`src/rtl/bpu_pkg.sv`:
```
// Shared types and helpers for the BTB write side (branch_resolve_unit).
// Address width comes from `ADDR_WIDTH, defaulting to 32 when not supplied.
`ifndef ADDR_WIDTH
`define ADDR_WIDTH 32
`endif

package bpu_pkg;
  localparam int AW           = `ADDR_WIDTH;
  localparam int UQ_DEPTH_DEF = 4;

  // One BTB update: set=1 installs pc->target, set=0 invalidates pc's entry
  typedef struct packed {
    logic [AW-1:0] pc;
    logic [AW-1:0] target;
    logic          set;
  } bpu_upd_t;

  // Outcome disagrees with fetch prediction, including a BTB hit on a non-branch
  function automatic logic bru_mispredict(input logic          is_branch,
                                          input logic          pred_taken,
                                          input logic [AW-1:0] pred_target,
                                          input logic          act_taken,
                                          input logic [AW-1:0] act_target);
    logic dir_miss, tgt_miss;
    dir_miss = (pred_taken != act_taken);
    tgt_miss = act_taken & (pred_target != act_target);
    return is_branch ? (dir_miss | tgt_miss) : pred_taken;
  endfunction
endpackage

```
`src/rtl/bru_update_fifo.sv`:
```
// Synchronous FIFO of BTB update entries. Extra pointer MSB tells full from empty.
// A write while full is dropped; no read-through when empty.
module bru_update_fifo
  import bpu_pkg::*;
#(
  parameter int DEPTH = 4,
  parameter int AW_P  = 2
) (
  input  logic     clk,
  input  logic     rst,
  input  logic     wr_en,
  input  bpu_upd_t wr_data,
  output logic     full,
  output logic     empty,
  output logic     rd_valid,
  input  logic     rd_ready,
  output bpu_upd_t rd_data
);
  logic [AW_P:0] wptr_q, wptr_d, rptr_q, rptr_d;
  bpu_upd_t      mem_q [DEPTH];
  logic          do_wr, do_rd;

  assign full     = (wptr_q[AW_P] != rptr_q[AW_P]) &&
                    (wptr_q[AW_P-1:0] == rptr_q[AW_P-1:0]);
  assign empty    = (wptr_q == rptr_q);
  assign do_wr    = wr_en & ~full;
  assign do_rd    = rd_ready & ~empty;
  assign rd_valid = ~empty;
  assign rd_data  = mem_q[rptr_q[AW_P-1:0]];

  // Pointer advance; both may move in the same cycle
  always_comb begin
    wptr_d = wptr_q + (AW_P+1)'(do_wr);
    rptr_d = rptr_q + (AW_P+1)'(do_rd);
  end

  // Pointers reset to empty; contents are simply abandoned
  always_ff @(posedge clk or posedge rst) begin
    if (rst) begin
      wptr_q <= '0;
      rptr_q <= '0;
    end else begin
      wptr_q <= wptr_d;
      rptr_q <= rptr_d;
    end
  end

  // Entry storage, written at the tail slot
  always_ff @(posedge clk) begin
    if (do_wr) mem_q[wptr_q[AW_P-1:0]] <= wr_data;
  end
endmodule

```
`src/rtl/branch_resolve_unit.sv`:
```
// Resolves EX branches against the fetch prediction: registered redirect on
// mispredict, queued BTB set/invalidate writes drained one per cycle.
// Optional perf counters enabled by defining BRU_PERF_CNT_EN.
module branch_resolve_unit
  import bpu_pkg::*;
#(
  parameter int UQ_DEPTH = 4,
  parameter int UQ_AW    = 2,
  parameter int CNT_W    = 32
) (
  input  logic                   clk,
  input  logic                   rst,
  input  logic                   ex_valid,
  output logic                   ex_ready,
  input  logic [`ADDR_WIDTH-1:0] ex_pc,
  input  logic                   ex_is_branch,
  input  logic                   ex_pred_taken,
  input  logic [`ADDR_WIDTH-1:0] ex_pred_target,
  input  logic                   ex_act_taken,
  input  logic [`ADDR_WIDTH-1:0] ex_act_target,
  output logic                   redirect_valid,
  output logic [`ADDR_WIDTH-1:0] redirect_pc,
  output logic                   upd_valid,
  input  logic                   upd_ready,
  output logic [`ADDR_WIDTH-1:0] upd_pc,
  output logic [`ADDR_WIDTH-1:0] upd_target,
  output logic                   upd_set,
  output logic [CNT_W-1:0]       perf_br_cnt,
  output logic [CNT_W-1:0]       perf_mp_cnt
);
  logic                   accept, mispred, enq, uq_full, uq_empty;
  logic                   redir_v_q, redir_v_d;
  logic [`ADDR_WIDTH-1:0] redir_pc_q, redir_pc_d;
  bpu_upd_t               enq_ent, head;

  assign ex_ready = ~uq_full;
  assign accept   = ex_valid & ex_ready;
  assign mispred  = bru_mispredict(ex_is_branch, ex_pred_taken, ex_pred_target,
                                   ex_act_taken, ex_act_target);
  assign enq      = accept & mispred;

  // Build the update entry; a not-taken or non-branch outcome invalidates
  always_comb begin
    enq_ent        = '0;
    enq_ent.pc     = ex_pc;
    enq_ent.target = ex_act_target;
    enq_ent.set    = ex_is_branch & ex_act_taken;
  end

  bru_update_fifo #(.DEPTH(UQ_DEPTH), .AW_P(UQ_AW)) u_uq (
    .clk      (clk),
    .rst      (rst),
    .wr_en    (enq),
    .wr_data  (enq_ent),
    .full     (uq_full),
    .empty    (uq_empty),
    .rd_valid (upd_valid),
    .rd_ready (upd_ready),
    .rd_data  (head)
  );

  assign upd_pc     = head.pc;
  assign upd_target = head.target;
  assign upd_set    = head.set;

  // Next redirect: pulse only after a mispredicting accept, pc held otherwise
  always_comb begin
    redir_v_d  = enq;
    redir_pc_d = redir_pc_q;
    if (enq)
      redir_pc_d = (ex_is_branch & ex_act_taken) ? ex_act_target : ex_pc + `ADDR_WIDTH'(4);
  end

  // Redirect register; reset cancels a pending pulse immediately
  always_ff @(posedge clk or posedge rst) begin
    if (rst) begin
      redir_v_q  <= 1'b0;
      redir_pc_q <= '0;
    end else begin
      redir_v_q  <= redir_v_d;
      redir_pc_q <= redir_pc_d;
    end
  end

  assign redirect_valid = redir_v_q;
  assign redirect_pc    = redir_pc_q;

`ifdef BRU_PERF_CNT_EN
  logic [CNT_W-1:0] br_cnt_q, mp_cnt_q;

  // Free-running event counters, wrap naturally
  always_ff @(posedge clk or posedge rst) begin
    if (rst) begin
      br_cnt_q <= '0;
      mp_cnt_q <= '0;
    end else begin
      br_cnt_q <= br_cnt_q + CNT_W'(accept & ex_is_branch);
      mp_cnt_q <= mp_cnt_q + CNT_W'(enq);
    end
  end

  assign perf_br_cnt = br_cnt_q;
  assign perf_mp_cnt = mp_cnt_q;
`else
  assign perf_br_cnt = '0;
  assign perf_mp_cnt = '0;
`endif
endmodule

```
`config.mk`:
```
export PLATFORM = sky130hd
export DESIGN_NAME = branch_resolve_unit
export DESIGN_NICKNAME = d
export VERILOG_FILES = /design/src/rtl/bpu_pkg.sv /design/src/rtl/bru_update_fifo.sv /design/src/rtl/branch_resolve_unit.sv
export SDC_FILE = /design/constraint.sdc
export NUM_CORES = 1
export LEC_CHECK = 0
export BUFFER_PORTS_ARGS = -buffer_cell sky130_fd_sc_hd__buf_2
export CAP_MARGIN = 20
export CORE_MARGIN = 2
export CORE_UTILIZATION = 35
export CTS_CLUSTER_SIZE = 40
export DETAILED_ROUTE_END_ITERATION = 10
export HOLD_SLACK_MARGIN = 0.12
export RECOVER_POWER = 25
export SLEW_MARGIN = 20
export SYNTH_ARGS = -nofsm -noshare
export SYNTH_HDL_FRONTEND = slang
export SYNTH_HIERARCHICAL = 1
export SYNTH_SLANG_ARGS = --single-unit
```
`constraint.sdc`:
```
create_clock -name clk -period 22.2 [get_ports clk]
set_input_delay 4.44 -clock clk [delete_from_list [all_inputs] [get_ports clk]]
set_output_delay 4.44 -clock clk [all_outputs]
set_load 0.1 [all_outputs]
```
==> results of run 1 <==
[metal layers]
metal  vias up  part of all wire [%]  track usage, %
met3        49                   6.0           3.143
li1       3058                     -               -
met4         2                   2.7           4.665
met2       228                    47           26.19
met5         -                 0.035               0
met1      3485                    44           22.40
[metrics by stage]
stage	area (µm²)	utilization (%)	worst slack, ps
final	15020	41.32	14260
after global routing	15010	41.31	13920
after floorplan	13080	-	11220
after global placement	14110	38.83	14000
after CTS	15070	41.45	14070
after detailed placement	14110	38.83	13980
[flip-flops by register name, summed over array words and instances, names as in the netlist]
name            flops
u_uq/mem_q        260
u_uq/wptr_q         3
u_uq/rptr_q         3
redirect_valid      1
redirect_pc        32
[layout by cell type (no fill, tap or decap), drive strengths merged, types with 8 or more instances in the layout]
cell type,count
nand4,10
mux4,65
and3,8
nand2,38
edfxtp,260
a21oi,9
buf,171
nand3,14
xnor2,18
clkinv,17
o21ai,19
nor4,8
inv,10
mux2,33
xor2,48
clkbuf,76
dfrtp,39
conb,64
nor2,16
[critical path, cell delays in order, from the launching register on]
cell     delay [ps]
dfrtp_4         810
buf_4           710
xnor2_1         500
and3_1          330
inv_1           130
buf_2           450
[worst min-delay path by stage]
stage / end / from
after floorplan: u_uq/wptr_q[2] / u_uq/wptr_q[2]
after global placement: u_uq/rptr_q[2] / u_uq/rptr_q[2]
after detailed placement: u_uq/wptr_q[2] / u_uq/wptr_q[2]
after CTS: u_uq/wptr_q[2] / u_uq/wptr_q[2]
after global routing: u_uq/wptr_q[2] / u_uq/wptr_q[2]
final: u_uq/wptr_q[2] / u_uq/wptr_q[2]
[area by class of cell]
class,count,area [µm²]
Multi-Input combinational cell,376,3616
Inverter,8,30.03
Clock inverter,22,166.4
Antenna cell,1,2.502
Fill cell,3324,21330
Sequential cell,299,8788
Tap cell,468,585.6
Clock buffer,34,787.0
Timing Repair Buffer,213,1041
==> results by group, run 1 <==
Outcome
  – Status: finished, final reports clean

Route
  – Vias: 6822
  – Drt wl/cell: 22.26 µm
  – Antenna viol nets, final: 0
  – Final WL: 31630 µm
  – DRT Pass-1 Iters: 4
  – DRT iter0 DRCs: 453
  – Remaining DRCs: 0
  – Vias per cell: 4.801

CTS
  – CTS tree: done
  – H-tree levels: 1
  – Clock sink count: 299
  – Num CTS Buffers: 31
  – Post-CTS Setup Bufs: 0
  – Quantity of gates resized following cts: 0
  – Clock Latency Late Sink: 540 ps
  – Root Driver: clkbuf_16
  – Clock buffer depth: 3
  – CTS Hold Bufs: 0
  – Worst-path clk slew: 60 ps

Yosys
  – Synth Cell Area: 12850 µm²
  – Synth Area per Inst: 18.12 µm²
  – Synth Instances: 709
  – Syn. warnings: 6

Timing
  – Period Utilization, post-route: 35.76%
  – Setup-failing EPs final: 0
  – Hold Slack: 493.6 ps
  – Final Skew: 7.206 ps
  – Rel. slew slack: 24.49%
  – Final hold violations: 0
  – RSZ-0062 raised after global routing: no
  – Final setup TNS: 0 ps
  – F_max: 126.0 MHz
  – Pins Over Slew Limit: 0
  – Slew @ Worst Pin: 1129 ps
  – Min Clock Period, post-route: 7940 ps

Placed design
  – IO buf count: 202
  – Placed Cells: 1364
  – Final HPWL DP: 21800 µm
  – Placer congestion estimate: 0.7836

Floorplanning
  – Die footprint: 38250 µm²
  – Chip width: 195.6 µm
  – Row count: 70
  – Die Ht: 195.6 µm
  – I/O pins: 267
  – Core Area: 36350 µm²
  – Initial Utilization: 35.34%

Setup path
  – FF-to-FF path depth: 9
  – Worst setup SP type: flop
  – Crit Reg-Reg Startpoint: u_uq/rptr_q[0]
  – Setup crit end kind: output pin
  – CP arrival: 3500 ps
  – R2r setup slk: 16870 ps
  – Setup CP Type: flop to output pin
  – CP max FO: 39
  – Crit path from: u_uq/rptr_q[0]
  – Crit path required time: 17760 ps
  – R2r endpoint: u_uq/mem_q[0][58]
  – Critical Path End: ex_ready

Layout
  – Growth of design area from synthesis to finish: 16.90%
  – Nets: 1037
  – Ratio of cells with drive above 1 in the final layout: 34.03%
  – Cell Count, Final, Fillers Out: 1421

GRT
  – Initial antenna violation count: 3
  – Overflow left after global routing: 0
  – First-pass GRT wire length: 45830 µm
  – Number of global-route vias before repair: 6974
  – Largest net degree at the start of global routing: 68
  – All-Layer GR Usage: 16.21%

Worst hold path
  – Worst hold path type: flop to flop
  – Hold Crit Depth: 1

Flow run
  – Maxcap violations: 0
Power of run 1 is left out: the tool's default activity adds up to more than one toggle a clock period on the data nets, which glitch-free logic cannot reach.
==> inputs of run 2 (changes only) <==
==> constraint.sdc (replaced) <==
create_clock -name clk -period 7.9 [get_ports clk]
set_input_delay 1.58 -clock clk [delete_from_list [all_inputs] [get_ports clk]]
set_output_delay 1.58 -clock clk [all_outputs]
set_load 0.1 [all_outputs]
==> run 2 against run 1 <==
Effect of this change:
- sequential cell count is the same
- hold slack is essentially flat
- cell area grew 0.41%
- critical path depth grew 5
- first-iteration DRC count grew 12%
- die area is the same
- non-clock buffer count grew 3
- wire length grew 1.3%
- clock-buffer cell count grew 4
- via count grew 2.1%
- clock skew grew 7.4 ps
- final cell count grew 0.14%
- critical path type is now primary input to flop
==> results by group, run 2 (synthesis gave the netlist of run 1 again) <==
Outcome
  – Status: finished, final reports clean

Timing
  – F_max: 196.6 MHz
  – Min Clock Period, post-route: 5085 ps
  – RSZ-0062 raised after global routing: no
  – Slew @ Worst Pin: 1091 ps (-37.51 ps)
  – Final Skew: 14.56 ps (+7.352 ps)
  – Final hold violations: 0 (unchanged)
  – Pins Over Slew Limit: 0 (unchanged)
  – Final setup TNS: 0 ps (unchanged)
  – Setup-failing EPs final: 0 (unchanged)
  – Period Utilization, post-route: 64.37%
  – Rel. slew slack: 27.24% (+2.8 points)

Layout
  – Final instance area: 15080 µm² (+0.41%)
  – Ratio of cells with drive above 1 in the final layout: 33.51% (-0.53 points)
  – Register Area: 8788 µm² (unchanged)
  – Largest register FFs: 260 (unchanged)
  – Nets: 1040 (+0.29%)
  – Most common cell after layout, fill and taps aside: edfxtp_1
  – N_diodes: 0 (-1)
  – Area occupied by multi-input gates: 3616 µm² (unchanged)
  – Cell Count, Final, Fillers Out: 1423 (+0.14%)
  – Commonest non-fill, non-tap cells in the layout: 260 x edfxtp_1, 157 x buf_2, 65 x mux4_2, 64 x conb_1, 52 x clkbuf_1
  – FILL cells: 3320 (-0.12%)
  – Growth of design area from synthesis to finish: 17.38%

Worst hold path
  – Worst hold start: u_uq/wptr_q[2]
  – Hold Crit Depth: 1 (unchanged)
  – Hold Crit Endpoint: u_uq/wptr_q[2]
  – Worst hold path type: flop to flop

Setup path
  – Setup crit end kind: flop
  – R2r setup slk: 2930 ps (-13940 ps)
  – Crit path required time: 8080 ps (-9680 ps)
  – Top cell by count, worst path: buf_4
  – Worst setup SP type: primary input
  – CP arrival: 5270 ps (+1770 ps)
  – Slowest stage cell, crit path: a31oi_4
  – R2r endpoint: u_uq/mem_q[3][0]
  – CP max stage delay: 700 ps (-110 ps)
  – CP max FO: 46 (+18%)
  – Setup CP Type: primary input to flop
  – FF-to-FF path depth: 8 (-1)
  – Crit path cell chain: clkbuf_1, xor2_1, nor4_1, nand4_1, or4_1, o2111a_2, buf_4, nand3_1, a31oi_4, buf_4
  – Crit Reg-Reg Startpoint: u_uq/rptr_q[0]

Route
  – Routed met3 length: 2074 µm (+9.9%)
  – Drt wl/cell: 22.52 µm (+1.2%)
  – Remaining DRCs: 0 (unchanged)
  – Final WL: 32050 µm (+1.3%)
  – Vias per cell: 4.897 (+2.0%)
  – Max Used Layer: met4
  – DRT Pass-1 Iters: 5 (+1)
  – Antenna viol nets, final: 0 (unchanged)
  – Vias: 6968 (+2.1%)
  – DRT iter0 DRCs: 507 (+12%)
  – Wl on met1: 14150 µm (+1.9%)
  – Routed wl met2: 15240 µm (+1.7%)

CTS
  – CTS tree: done
  – Clock sink count: 299 (unchanged)
  – CTS Hold Bufs: 0 (unchanged)
  – Post-CTS Setup Bufs: 0 (unchanged)
  – Num CTS Buffers: 31 (unchanged)
  – H-tree levels: 1 (unchanged)
  – Quantity of gates resized following cts: 0 (unchanged)
  – Clock buffer depth: 3 (unchanged)
  – Root Driver: clkbuf_16
  – Worst-path clk slew: 60 ps (about the same)
  – Clock Latency Late Sink: 560 ps (+20 ps)

GRT
  – Initial antenna violation count: 1 (-2)
  – Overflow left after global routing: 0 (unchanged)
  – Number of global-route vias before repair: 7025 (+0.73%)
  – Largest net degree at the start of global routing: 68 (unchanged)
  – All-Layer GR Usage: 16.54% (+0.32 points)
  – First-pass GRT wire length: 46670 µm (+1.8%)

Floorplanning
  – Core Area: 36350 µm² (unchanged)
  – Row count: 70 (unchanged)
  – Chip width: 195.6 µm (unchanged)
  – Initial Utilization: 35.34% (unchanged)
  – I/O pins: 267 (unchanged)
  – Die Ht: 195.6 µm (unchanged)
  – Die footprint: 38250 µm² (unchanged)

Placed design
  – IO buf count: 202 (unchanged)
  – Placer congestion estimate: 0.7738 (-1.3%)
  – Final HPWL DP: 22030 µm (+1.0%)
  – Placed Cells: 1367 (+0.22%)
  – Placed inst area: 14140 µm² (+0.16%)

Flow run
  – Maxcap violations: 0 (unchanged)
-- run 2: cell types whose count changed in the layout (fill, tap and decap cells not counted) --
cell and delta:
diode_2 -1, inv_8 +1, clkinvlp_4 -1, clkbuf_1 +7, buf_2 -3, clkinv_2 -5, inv_6 -1, bufinv_16 +2
buf_4 +3
-- run 2: worst max-delay path: cells and delay by family --
kind                      cells  cell delay [ps]
xor gates and xnor gates      1              310
and+or+nand+nor               4              490
buffers and inverters         3             1390
AOI/OAI and AO/OA             2             1350
-- run 2: worst max-delay path by stage --
stage / start / to / slack [ps] / cells past startpoint
after floorplan: ex_is_branch / u_uq/mem_q[0][0] / 1150 / 9
after global placement: ex_act_target[29] / u_uq/mem_q[3][3] / 2360 / 10
after detailed placement: ex_is_branch / u_uq/mem_q[3][9] / 2370 / 11
after CTS: u_uq/rptr_q[0] / u_uq/mem_q[3][9] / 2840 / 8
after global routing: ex_act_target[29] / u_uq/mem_q[3][4] / 2560 / 10
final: ex_act_target[29] / u_uq/mem_q[3][0] / 2810 / 10
-- run 2: per-stage QoR --
| step | hold WS, ps | util, % | setup WS (ps) |
|---|---|---|---|
| floorplan | 460.4 | - | 1150 |
| global placement | 474.9 | 38.89 | 2362 |
| detailed placement | 479.6 | 38.89 | 2369 |
| CTS | 495.3 | 41.64 | 2836 |
| global route | 514.2 | 41.48 | 2564 |
| finish | 493.9 | 41.48 | 2815 |
-- run 2: per-layer routing --
| metal | up-vias | GRT usage [%] |
|---|---|---|
| met5 | - | 0 |
| met3 | 38 | 2.539 |
| met4 | 0 | 3.930 |
| met2 | 263 | 26.53 |
| met1 | 3603 | 23.79 |
| li1 | 3064 | - |
-- run 2: area by class of cell --
class	instances	area share, %
sequential	299	58.29
timing repair buffer	216	7.028
multi-input combinational	376	23.98
clock inverter	18	1.303
inverter	8	0.1992
tap	468	3.884
clock buffer	38	5.319
Power of run 2 is left out for the same reason.
